===== src/rtl/accumulator_sequencer.sv =====
// accumulator_sequencer
//   Multi-cycle control FSM for the 16-bit accumulator machine. Sequences
//   fetch, decode and execute by driving the register load enables, datapath
//   mux selects, ALU opcode and memory write strobe.
//
//   Optional feature macro: ACCSEQ_SINGLE_STEP_EN
//     When defined, adds the `step` input. A rising edge on step latches a
//     pending flag that lets one fetch start from F0 even with run=0.
//
// Ports
//   clock        in   system clock, rising edge
//   reset        in   asynchronous active-low reset
//   run          in   level; lets a new fetch start from F0
//   step         in   (ACCSEQ_SINGLE_STEP_EN only) single-step request
//   ir_opcode    in   IR opcode field, valid from DECODE onward
//   acc_zero     in   AC == 0
//   mar_write    out  MAR load; mar_sel 0: PC, 1: IR address field
//   mbr_write    out  MBR load; mbr_sel 0: memory data, 1: AC
//   ir_write     out  IR <= MBR
//   pc_write     out  PC load;  pc_sel 0: PC+1, 1: IR address field
//   acc_write    out  AC load;  acc_sel 0: ALU, 1: MBR, 2: IR immediate
//   alu_opcode   out  ALU operation
//   mem_write    out  memory write (addr=MAR, data=MBR)
//   halted       out  FSM is in HALT
//   illegal      out  halt caused by a reserved opcode
//   instr_count  out  retired-instruction count

module accumulator_sequencer #(
    parameter int unsigned ADDR_W = 12,
    parameter int unsigned CNT_W  = 16
) (
    input  logic             clock,
    input  logic             reset,
    input  logic             run,
`ifdef ACCSEQ_SINGLE_STEP_EN
    input  logic             step,
`endif
    input  logic [15-ADDR_W:0] ir_opcode,
    input  logic             acc_zero,
    output logic             mar_write,
    output logic             mar_sel,
    output logic             mbr_write,
    output logic             mbr_sel,
    output logic             ir_write,
    output logic             pc_write,
    output logic             pc_sel,
    output logic             acc_write,
    output logic [1:0]       acc_sel,
    output logic [3:0]       alu_opcode,
    output logic             mem_write,
    output logic             halted,
    output logic             illegal,
    output logic [CNT_W-1:0] instr_count
);

    typedef enum logic [3:0] {
        StF0, StF1, StF2, StF3, StDecode,
        StX1,
        StM0, StM1, StM2, StM3,
        StS0, StS1,
        StHalt
    } state_e;

    state_e           state_q, state_d;
    logic             illegal_q, illegal_d;
    logic [CNT_W-1:0] count_q, count_d;
    logic [3:0]       op;
    logic             go;

    assign op = 4'(ir_opcode);

`ifdef ACCSEQ_SINGLE_STEP_EN
    logic step_q;
    logic step_pend_q, step_pend_d;

    // Gating with reset keeps every strobe low while reset is asserted.
    assign go = reset & (run | step_pend_q);

    always_comb begin
        step_pend_d = step_pend_q;
        if (state_q == StF0 && go) begin
            step_pend_d = 1'b0;
        end else if (step && !step_q) begin
            step_pend_d = 1'b1;
        end
    end

    always_ff @(posedge clock or negedge reset) begin
        if (!reset) begin
            step_q      <= 1'b0;
            step_pend_q <= 1'b0;
        end else begin
            step_q      <= step;
            step_pend_q <= step_pend_d;
        end
    end
`else
    assign go = reset & run;
`endif

    always_comb begin
        state_d    = state_q;
        illegal_d  = illegal_q;
        count_d    = count_q;
        mar_write  = 1'b0;
        mar_sel    = 1'b0;
        mbr_write  = 1'b0;
        mbr_sel    = 1'b0;
        ir_write   = 1'b0;
        pc_write   = 1'b0;
        pc_sel     = 1'b0;
        acc_write  = 1'b0;
        acc_sel    = 2'd0;
        alu_opcode = 4'b0000;
        mem_write  = 1'b0;

        unique case (state_q)
            StF0: begin
                if (go) begin
                    mar_write = 1'b1;
                    state_d   = StF1;
                end
            end
            StF1: state_d = StF2;
            StF2: begin
                mbr_write = 1'b1;
                state_d   = StF3;
            end
            StF3: begin
                ir_write = 1'b1;
                pc_write = 1'b1;
                state_d  = StDecode;
            end
            StDecode: begin
                case (op)
                    4'h0, 4'h8, 4'h9, 4'hA, 4'hB, 4'hC: state_d = StX1;
                    4'h1, 4'h3, 4'h4, 4'h5, 4'h6, 4'h7: state_d = StM0;
                    4'h2:    state_d = StS0;
                    4'hF:    state_d = StHalt;
                    default: begin
                        state_d   = StHalt;
                        illegal_d = 1'b1;
                    end
                endcase
            end
            StX1: begin
                case (op)
                    4'hA: begin
                        acc_write  = 1'b1;
                        alu_opcode = 4'b0100;
                    end
                    4'hB: begin
                        acc_write  = 1'b1;
                        alu_opcode = 4'b0101;
                    end
                    4'hC: begin
                        acc_write = 1'b1;
                        acc_sel   = 2'd2;
                    end
                    4'h8: begin
                        pc_write = 1'b1;
                        pc_sel   = 1'b1;
                    end
                    4'h9: begin
                        pc_write = acc_zero;
                        pc_sel   = 1'b1;
                    end
                    default: ;
                endcase
                state_d = StF0;
                count_d = count_q + CNT_W'(1);
            end
            StM0: begin
                mar_write = 1'b1;
                mar_sel   = 1'b1;
                state_d   = StM1;
            end
            StM1: state_d = StM2;
            StM2: begin
                mbr_write = 1'b1;
                state_d   = StM3;
            end
            StM3: begin
                acc_write = 1'b1;
                case (op)
                    4'h1:    acc_sel    = 2'd1;
                    4'h3:    alu_opcode = 4'b0000;
                    4'h4:    alu_opcode = 4'b0001;
                    4'h5:    alu_opcode = 4'b1000;
                    4'h6:    alu_opcode = 4'b1001;
                    4'h7:    alu_opcode = 4'b1010;
                    default: ;
                endcase
                state_d = StF0;
                count_d = count_q + CNT_W'(1);
            end
            StS0: begin
                mar_write = 1'b1;
                mar_sel   = 1'b1;
                mbr_write = 1'b1;
                mbr_sel   = 1'b1;
                state_d   = StS1;
            end
            StS1: begin
                mem_write = 1'b1;
                state_d   = StF0;
                count_d   = count_q + CNT_W'(1);
            end
            StHalt: state_d = StHalt;
            default: state_d = StF0;
        endcase
    end

    always_ff @(posedge clock or negedge reset) begin
        if (!reset) begin
            state_q   <= StF0;
            illegal_q <= 1'b0;
            count_q   <= '0;
        end else begin
            state_q   <= state_d;
            illegal_q <= illegal_d;
            count_q   <= count_d;
        end
    end

    assign halted      = (state_q == StHalt);
    assign illegal     = illegal_q;
    assign instr_count = count_q;

endmodule


===== config.mk =====
export PLATFORM = sky130hd
export DESIGN_NAME = accumulator_sequencer
export DESIGN_NICKNAME = d
export VERILOG_FILES = /design/src/rtl/accumulator_sequencer.sv
export SDC_FILE = /design/constraint.sdc
export NUM_CORES = 1
export LEC_CHECK = 0
export CAP_MARGIN = 20
export CORE_ASPECT_RATIO = 1.2
export CORE_MARGIN = 1.5
export CORE_UTILIZATION = 41
export CTS_CLUSTER_DIAMETER = 80
export CTS_CLUSTER_SIZE = 28
export DETAILED_ROUTE_END_ITERATION = 16
export PLACE_DENSITY = 0.7
export SKIP_LAST_GASP = 1
export SLEW_MARGIN = 20
export SYNTH_ARGS = -nofsm -noshare
export SYNTH_HDL_FRONTEND = slang
export SYNTH_SLANG_ARGS = --single-unit

===== constraint.sdc =====
create_clock -name clock -period 3.05 [get_ports clock]
set_input_delay 0.305 -clock clock [delete_from_list [all_inputs] [get_ports clock]]
set_output_delay 0.305 -clock clock [all_outputs]
set_load 0.01 [all_outputs]

# After elaboration in Yosys (flattened, before gate mapping)
# Cells that the tools add are included.
dict set report totals {
  out_inout_bits 33
  regBits 21
  inputBits 8
  word_cells 65
}
dict set report op_classes {
  bitwise_logic 2
  muxes 22
  eq_ne 26
  reduce_logical 11
  n_addsub 1
}
# op n
set ops {}
lappend ops {{4-bit equality test (second input constant)} 11}
lappend ops {{4-bit one-hot mux with 10 select lines} 1}
lappend ops {{4-bit by 3-bit equality test with 1-bit output (second input constant)} 8}
lappend ops {{16-bit by 1-bit adder with 16-bit output (second input constant)} 1}
lappend ops {{4-bit by 2-bit equality test with 1-bit output (second input constant)} 4}
lappend ops {{4-bit one-hot mux with 4 select lines} 1}
lappend ops {{14-bit OR reduction} 1}
lappend ops {{4-bit one-hot mux with 3 select lines} 1}
lappend ops {{6-bit OR reduction} 2}
lappend ops {{1-bit two-way mux} 10}
lappend ops {{3-bit OR reduction} 3}
lappend ops {{4-bit by 1-bit equality test with 1-bit output (second input constant)} 2}
lappend ops {{4-bit zero test} 2}
lappend ops {{1-bit one-hot mux with 2 select lines} 4}
lappend ops {{4-bit one-hot mux with 2 select lines} 1}
lappend ops {{3-bit one-hot mux with 2 select lines} 1}
lappend ops {{4-bit two-way mux} 1}
lappend ops {{2-bit one-hot mux with 2 select lines} 1}
lappend ops {{2-bit OR reduction} 2}
lappend ops {{2-bit two-way mux} 1}
lappend ops {{2-bit != test (second input constant)} 1}
lappend ops {{2-bit AND reduction} 1}
lappend ops {{1-bit bitwise AND} 1}
lappend ops {{1-bit NOT} 1}

# Logic depth before layout (Yosys ltp)
# Gate-level depths: netlist of the first run.
dict set report logic_depth {
  ltp_word 4
  depth_mapped 6
  ltp_nobuf 5
}

# Worst setup path after synthesis of the first run
# No wires, ideal clock.
dict set report synth_path {
  path_kind {register to output}
  start {register state_q[2]}
  end {output alu_opcode[0]}
  setup_slack_ns 1.218
  n_path_buf 2
  t_arrival_ns 1.527
  required_time_ns 2.745
  stages_incl_launch_ff 6
  cell_sequence {dfrtp_1 -> buf_2 -> nand2b_1 -> buf_4 -> or4b_1 -> o21ai_1}
}
dict set report synth_via {
  elab_chain_len 2
  word_cells_on_any_way 3
}
# item line_no
set synth_rtl {}
lappend synth_rtl {{start, declared} 64} ;# state_e state_q, state_d;
lappend synth_rtl {{start signal, assigned} 216} ;# state_q <= StF0;
lappend synth_rtl {{start signal, assigned} 220} ;# state_q <= state_d;
lappend synth_rtl {{4-bit equality test or 4-bit by 3-bit equality test with 1-bit output (tied branches)} 117} ;# unique case (state_q)
lappend synth_rtl {{4-bit one-hot mux with 2 select lines (*)} 117}
lappend synth_rtl {{end, declared} 49} ;# output logic [3:0] alu_opcode,
# Every way passes the cells marked *; elsewhere a longest branch is shown, timed or not.

# Worst setup path in the final report of the first run
dict set report layout_path {
  start {register state_q[1]}
  end {output alu_opcode[0]}
}
# The elaborated chain is that of the path after synthesis.

==> results of run 1 <==
[synthesized netlist by cell type, drive strengths merged, types with 2 or more instances]
master,instances,area share
dfrtp,21,0.43
nand2,15,0.046
nor2,13,0.040
xnor2,12,0.085
a21oi,8,0.051
nor3,7,0.028
nand2b,6,0.031
nand3,6,0.024
clkbuf,5,0.015
nand4,4,0.020
o21ai,4,0.016
xor2,4,0.028
and3,3,0.015
and4,3,0.021
buf,3,0.019
o22ai,3,0.015
a21boi,2,0.012
a31o,2,0.014
or4b,2,0.016
[registers in the layout (all words and copies together), names as in the netlist]
name and cells:
illegal 1, instr_count 16, state_q 4
[layout by cell type, fill, tap and decap left out, types with 2 or more instances in the layout]
master,Yosys,layout
a21oi_1,6,6
a21boi_0,2,2
dfrtp_1,21,21
nor2_1,13,13
nand3_1,6,6
and3_1,3,3
xnor2_1,12,12
o21ai_0,3,3
clkbuf_4,0,3
nand4_1,4,4
xor2_1,4,4
clkdlybuf4s50_1,0,40
or4b_1,2,2
buf_4,1,3
a21oi_4,2,2
and4_1,3,3
nand2_1,15,15
o22ai_1,3,3
nor3_1,7,7
nand2b_1,6,6
a31o_2,2,2
[logic make-up after synthesis]
family / count (synthesis) / synth area share
simple gates: 64 / 0.276
xor+xnor: 16 / 0.114
buf+inv: 9 / 0.0376
fa+ha+maj: 1 / 0.0102
compound gates: 22 / 0.126
mux: 1 / 0.00915
flops: 21 / 0.427
[through the flow]
stage	setup slack (ns)	util	cell area (um^2)
2_1_floorplan	1.22	-	1230
3_3_place_gp	0.642	0.588	1650
3_5_place_dp	0.601	0.588	1650
4_1_cts	0.299	0.597	1680
5_1_grt	0.152	0.597	1680
6_report	0.311	0.597	1680
[area by class of cell]
class,count,share of cell area
inverters,1,0.00224
well taps,34,0.0253
clock buffers,4,0.0156
multi-input cells,104,0.392
flip-flops and latches,21,0.313
repair buffers,43,0.252
[worst reg2reg max path, delay by kind of cell, from the launching register on]
| family | cells | cell delay [ns] |
|---|---|---|
| DFF | 1 | 0.53 |
| xor gates and xnor gates | 1 | 0.15 |
| and+or+nand+nor | 2 | 0.72 |
| AOI/OAI and AO/OA | 1 | 0.25 |
[routing by layer]
metal / share of wire / track usage / up-vias
met1: 0.43 / 0.222 / 514
met4: 0.0053 / 0.0577 / 0
met2: 0.49 / 0.284 / 37
met5: 0 / 0 / -
li1: - / - / 549
met3: 0.073 / 0.0311 / 2
[how the worst max path moves through the flow]
stage,cells past startpoint,endpoint,startpoint
global placement,4,acc_sel[0],ir_opcode[1]
global route,4,alu_opcode[0],state_q[1]$_DFFE_PN0P_
floorplan,5,alu_opcode[0],state_q[2]$_DFFE_PN0P_
detailed placement,4,alu_opcode[0],ir_opcode[3]
finish,4,alu_opcode[0],state_q[1]$_DFFE_PN0P_
CTS,4,alu_opcode[0],state_q[1]$_DFFE_PN0P_
[report_power, final]
part	internal, uW	switching (uW)
Combinational	261	248
Clock	50.8	75.7
Sequential	335	84.9
==> results.py, run 1 <==
metrics = {
    "status": {
        "status": "completed",
    },
    "power_and_ir_drop": {
        "power_uw": 1060,
        "vdd_ir_drop_max_mv": 0.396,
        "p_leak_uw": 0.000683,
        "p_per_area_nw_per_um2": 629,
    },
    "sta": {
        "maxSlewViolCount": 0,
        "min_period_ns": 2.74,
        "worst_pin_slew_ns": 0.374,
        "maxSlewHeadroom": 0.751,
        "fin_crit_sh": 0.898,
        "tns_ns": 0,
        "finClkSkew_ns": 0.00331,
        "rsz0062_at_grt": "false",
        "fmax_mhz": 365,
        "holdWs_ns": 0.411,
        "finalSetupViolCount": 0,
        "hold_viol": 0,
    },
    "die": {
        "die_area_um2": 3340,
        "die_y_um": 63,
        "fp.dieW_um": 53,
        "io_pins": 41,
        "core_area_um2": 2810,
        "row_count": 21,
        "initial_core_util": 0.437,
    },
    "clocking": {
        "cts_setup_buffers": 0,
        "cts.path.max_buffers": 2,
        "cts_hold_buf": 0,
        "clk_latency_ns": 0.29,
        "cts_made_buffers": 3,
        "post_cts_resized": 0,
        "root_buffer": "clkbuf_4",
        "h-tree-depth": 1,
        "clk_pin_slew_ns": 0.11,
        "tritoncts": "yes",
        "numClockSinks": 21,
    },
    "final_layout": {
        "syn2layout_area_growth_pct": 36.5,
        "multiInputGateArea_um2": 658,
        "num-fill-cells": 264,
        "drive_gt1_frac": 0.0694,
        "seqCellArea_um2": 526,
        "n_antenna_cell": 0,
        "nNetsFinal": 183,
        "final_cells": 207,
    },
    "yosys": {
        "syn_area_um2": 1230,
        "yosysSeqAreaShare": 0.427,
        "synthFlopType": "dfrtp_1",
        "ys_seq_elements": 21,
        "synth_edf_count": 0,
        "synthArstFlopShare": 1.00,
        "synth.distinct_cells": 34,
        "yosysWarnings": 0,
        "syn_inst": 134,
        "avgSynthCellArea_um2": 9.18,
        "synth_nets": 143,
    },
    "grt": {
        "grt_start_max_net_pins": 23,
        "grt_overflow": 0,
        "antenna_found_initial": 0,
        "grt_pass1_vias": 1021,
        "grt_pass1_wl_um": 4490,
        "grt_usage": 0.172,
    },
    "setup_path": {
        "start_kind": "register",
        "cp.required_ns": 2.74,
        "path_buf_inv": 1,
        "cp_max_fo": 14,
        "r2r-start": "state_q[1]$_DFFE_PN0P_",
        "slowest_stage": "or4b_1",
        "crit_arrival_ns": 2.43,
        "r2r_cells": 4,
        "r2r_slack_ns": 1.33,
        "critPathCaptureType": "output pin",
        "rr_endpoint": "instr_count[5]$_DFFE_PN0P_",
        "path_class": "reg -> out",
        "worstPathCellList": "nand2b_1 > or4b_1 > o21ai_1 > clkdlybuf4s50_1",
        "slowest_delay_ns": 0.60,
        "cpLargestDelayFamily": "simple AND/OR/NAND/NOR gates",
    },
    "route": {
        "drt-pass1-iter-count": 4,
        "drc": 0,
        "vias_per_cell": 5.32,
        "ant_nets": 0,
        "wirelength_um": 2660,
        "wl_per_cell_um": 12.9,
        "dr.first_iter.drc_count": 15,
        "vias": 1102,
    },
    "job": {
        "cap_violations": 0,
    },
    "min_path": {
        "min_path_type": "in -> async",
    },
    "placed_design": {
        "dp.cells": 203,
        "dpl.hpwl_um": 2010,
        "port_buffers": 40,
        "place_congestion": 0.720,
    },
}
No activity file was read; power rests on OpenSTA's default activity.
==> run 2, diff against run 1 <==
--- a/config.mk
+++ b/config.mk
@@ -8,11 +8,11 @@
 export CAP_MARGIN = 20
 export CORE_ASPECT_RATIO = 1.2
 export CORE_MARGIN = 1.5
-export CORE_UTILIZATION = 41
+export CORE_UTILIZATION = 43
 export CTS_CLUSTER_DIAMETER = 80
 export CTS_CLUSTER_SIZE = 28
 export DETAILED_ROUTE_END_ITERATION = 16
-export PLACE_DENSITY = 0.7
+export PLACE_DENSITY = 0.73
 export SKIP_LAST_GASP = 1
 export SLEW_MARGIN = 20
 export SYNTH_ARGS = -nofsm -noshare
==> results.py, run 2 (same netlist as run 1, synthesis figures left out) <==
metrics = {
    "sta": {
        "tns_ns": 0,
        "finalSetupViolCount": 0,
        "finClkSkew_ns": 0.00430,
        "rsz0062_at_grt": "false",
        "fin_crit_sh": 0.908,
        "hold_viol": 0,
        "min_period_ns": 2.77,
        "maxSlewViolCount": 0,
        "maxSlewHeadroom": 0.737,
        "fmax_mhz": 361,
        "layout_setup_ws_ns": 0.280,
        "worst_pin_slew_ns": 0.390,
    },
    "setup_path": {
        "worstPathCellList": "nand2b_1 > or4b_1 > o21ai_1 > clkdlybuf4s50_1",
        "path_class": "reg -> out",
        "slowest_stage": "or4b_1",
        "start_kind": "register",
        "cp_max_fo": 14,
        "crit_arrival_ns": 2.46,
        "cp.required_ns": 2.74,
        "slowest_delay_ns": 0.61,
        "critPathCaptureType": "output pin",
    },
    "final_layout": {
        "layout_commonest_cell": "clkdlybuf4s50_1",
        "syn2layout_area_growth_pct": 36.0,
        "seqCellArea_um2": 526,
        "mostFrequentLayoutCells": "clkdlybuf4s50_1, dfrtp_1, nand2_1",
        "multiInputGateArea_um2": 658,
        "n_antenna_cell": 0,
        "nNetsFinal": 182,
        "final_cell_area_um2": 1670,
        "drive_gt1_frac": 0.0698,
        "largest_reg_flops": 16,
        "num-fill-cells": 240,
    },
    "grt": {
        "grt_overflow": 0,
        "grt_start_max_net_pins": 23,
        "grt_pass1_vias": 1019,
        "grt_usage": 0.182,
        "grt_pass1_wl_um": 4370,
        "antenna_found_initial": 0,
    },
    "placed_design": {
        "port_buffers": 40,
        "post_dp_cell_area_um2": 1650,
        "place_ws_ns": 0.565,
        "dpl.hpwl_um": 2100,
        "place_congestion": 0.816,
    },
    "power_and_ir_drop": {
        "p_comb_frac": 0.454,
        "p_per_area_nw_per_um2": 634,
        "internal_power_uw": 637,
        "p_sw_frac": 0.399,
        "clockPowerShare": 0.128,
        "switching_power_uw": 424,
        "vdd_ir_drop_max_mv": 0.426,
        "seq_power_share": 0.418,
        "p_leak_uw": 0.000681,
    },
    "status": {
        "status": "completed",
    },
    "route": {
        "vias_per_cell": 5.46,
        "wirelength_um": 2820,
        "wl_per_cell_um": 13.7,
        "drc": 0,
        "vias": 1124,
        "ant_nets": 0,
        "dr.first_iter.drc_count": 28,
        "drt-pass1-iter-count": 4,
    },
    "die": {
        "die_area_um2": 3190,
        "row_count": 21,
        "initial_core_util": 0.446,
        "io_pins": 41,
        "die_y_um": 61.6,
        "core_area_um2": 2760,
        "fp.dieW_um": 51.8,
    },
    "clocking": {
        "numClockSinks": 21,
        "cts_made_buffers": 3,
        "cts_setup_buffers": 0,
        "clk_latency_ns": 0.31,
        "clk_pin_slew_ns": 0.12,
        "cts.path.max_buffers": 2,
        "cts_hold_buf": 0,
        "tritoncts": "yes",
        "post_cts_resized": 0,
        "root_buffer": "clkbuf_4",
        "h-tree-depth": 1,
    },
    "min_path": {
        "min_path_type": "in -> async",
    },
    "job": {
        "cap_violations": 0,
    },
}
-- run 2: final timing paths --
kind / startpoint / to / slack, ns / depth (start not counted)
setup reg to reg: state_q[1]$_DFFE_PN0P_ / instr_count[5]$_DFFE_PN0P_ / 1.29 / 4
setup / recovery: state_q[0]$_DFFE_PN0P_ / alu_opcode[0] / 0.28 / 4
hold / removal: reset / state_q[0]$_DFFE_PN0P_ / 0.39 / 2
hold reg to reg: illegal$_DFFE_PN0P_ / illegal$_DFFE_PN0P_ / 0.49 / 1
max in group asynchronous: reset / instr_count[6]$_DFFE_PN0P_ / 2.44 / 2
min in group clock: illegal$_DFFE_PN0P_ / illegal$_DFFE_PN0P_ / 0.49 / 1
-- run 2: area by class of cell --
cell class	count	share of cell area
multi-input combinational	104	0.393
sequential	21	0.314
timing repair buffer	42	0.248
tap	34	0.0254
clock buffer	3	0.0135
clock inverter	1	0.00299
inverter	1	0.00224
-- run 2: per-stage QoR --
stage                util  cells  total power [uW]  hold slack, ns
floorplan               -    134               738         0.00941
global placement    0.596    202               917           0.458
detailed placement  0.596    202               933           0.467
CTS                 0.606    206              1070           0.399
global route        0.606    206              1130           0.424
finish              0.606    206              1060           0.394
-- run 2: power groups by stage --
stage | clock network (uW) | registers [uW] | logic, uW
finish | 135 | 444 | 482
global route | 147 | 457 | 526
CTS | 137 | 442 | 488
detailed placement | 0 | 447 | 486
global placement | 0 | 442 | 475
floorplan | 0 | 401 | 337
-- run 2: critical path: cells and delay by family, from the launching register on --
family / cells / cell delay (ns)
buf+inv: 1 / 0.55
simple gates: 2 / 0.86
compound gates: 1 / 0.15
flops: 1 / 0.60
-- run 2: layer usage --
layer,vias up,routed length [um],GRT usage
li1,543,-,-
met1,530,1190,0.221
met2,46,1400,0.320
met3,5,192,0.0413
met4,0,30,0.0564
met5,-,0,0
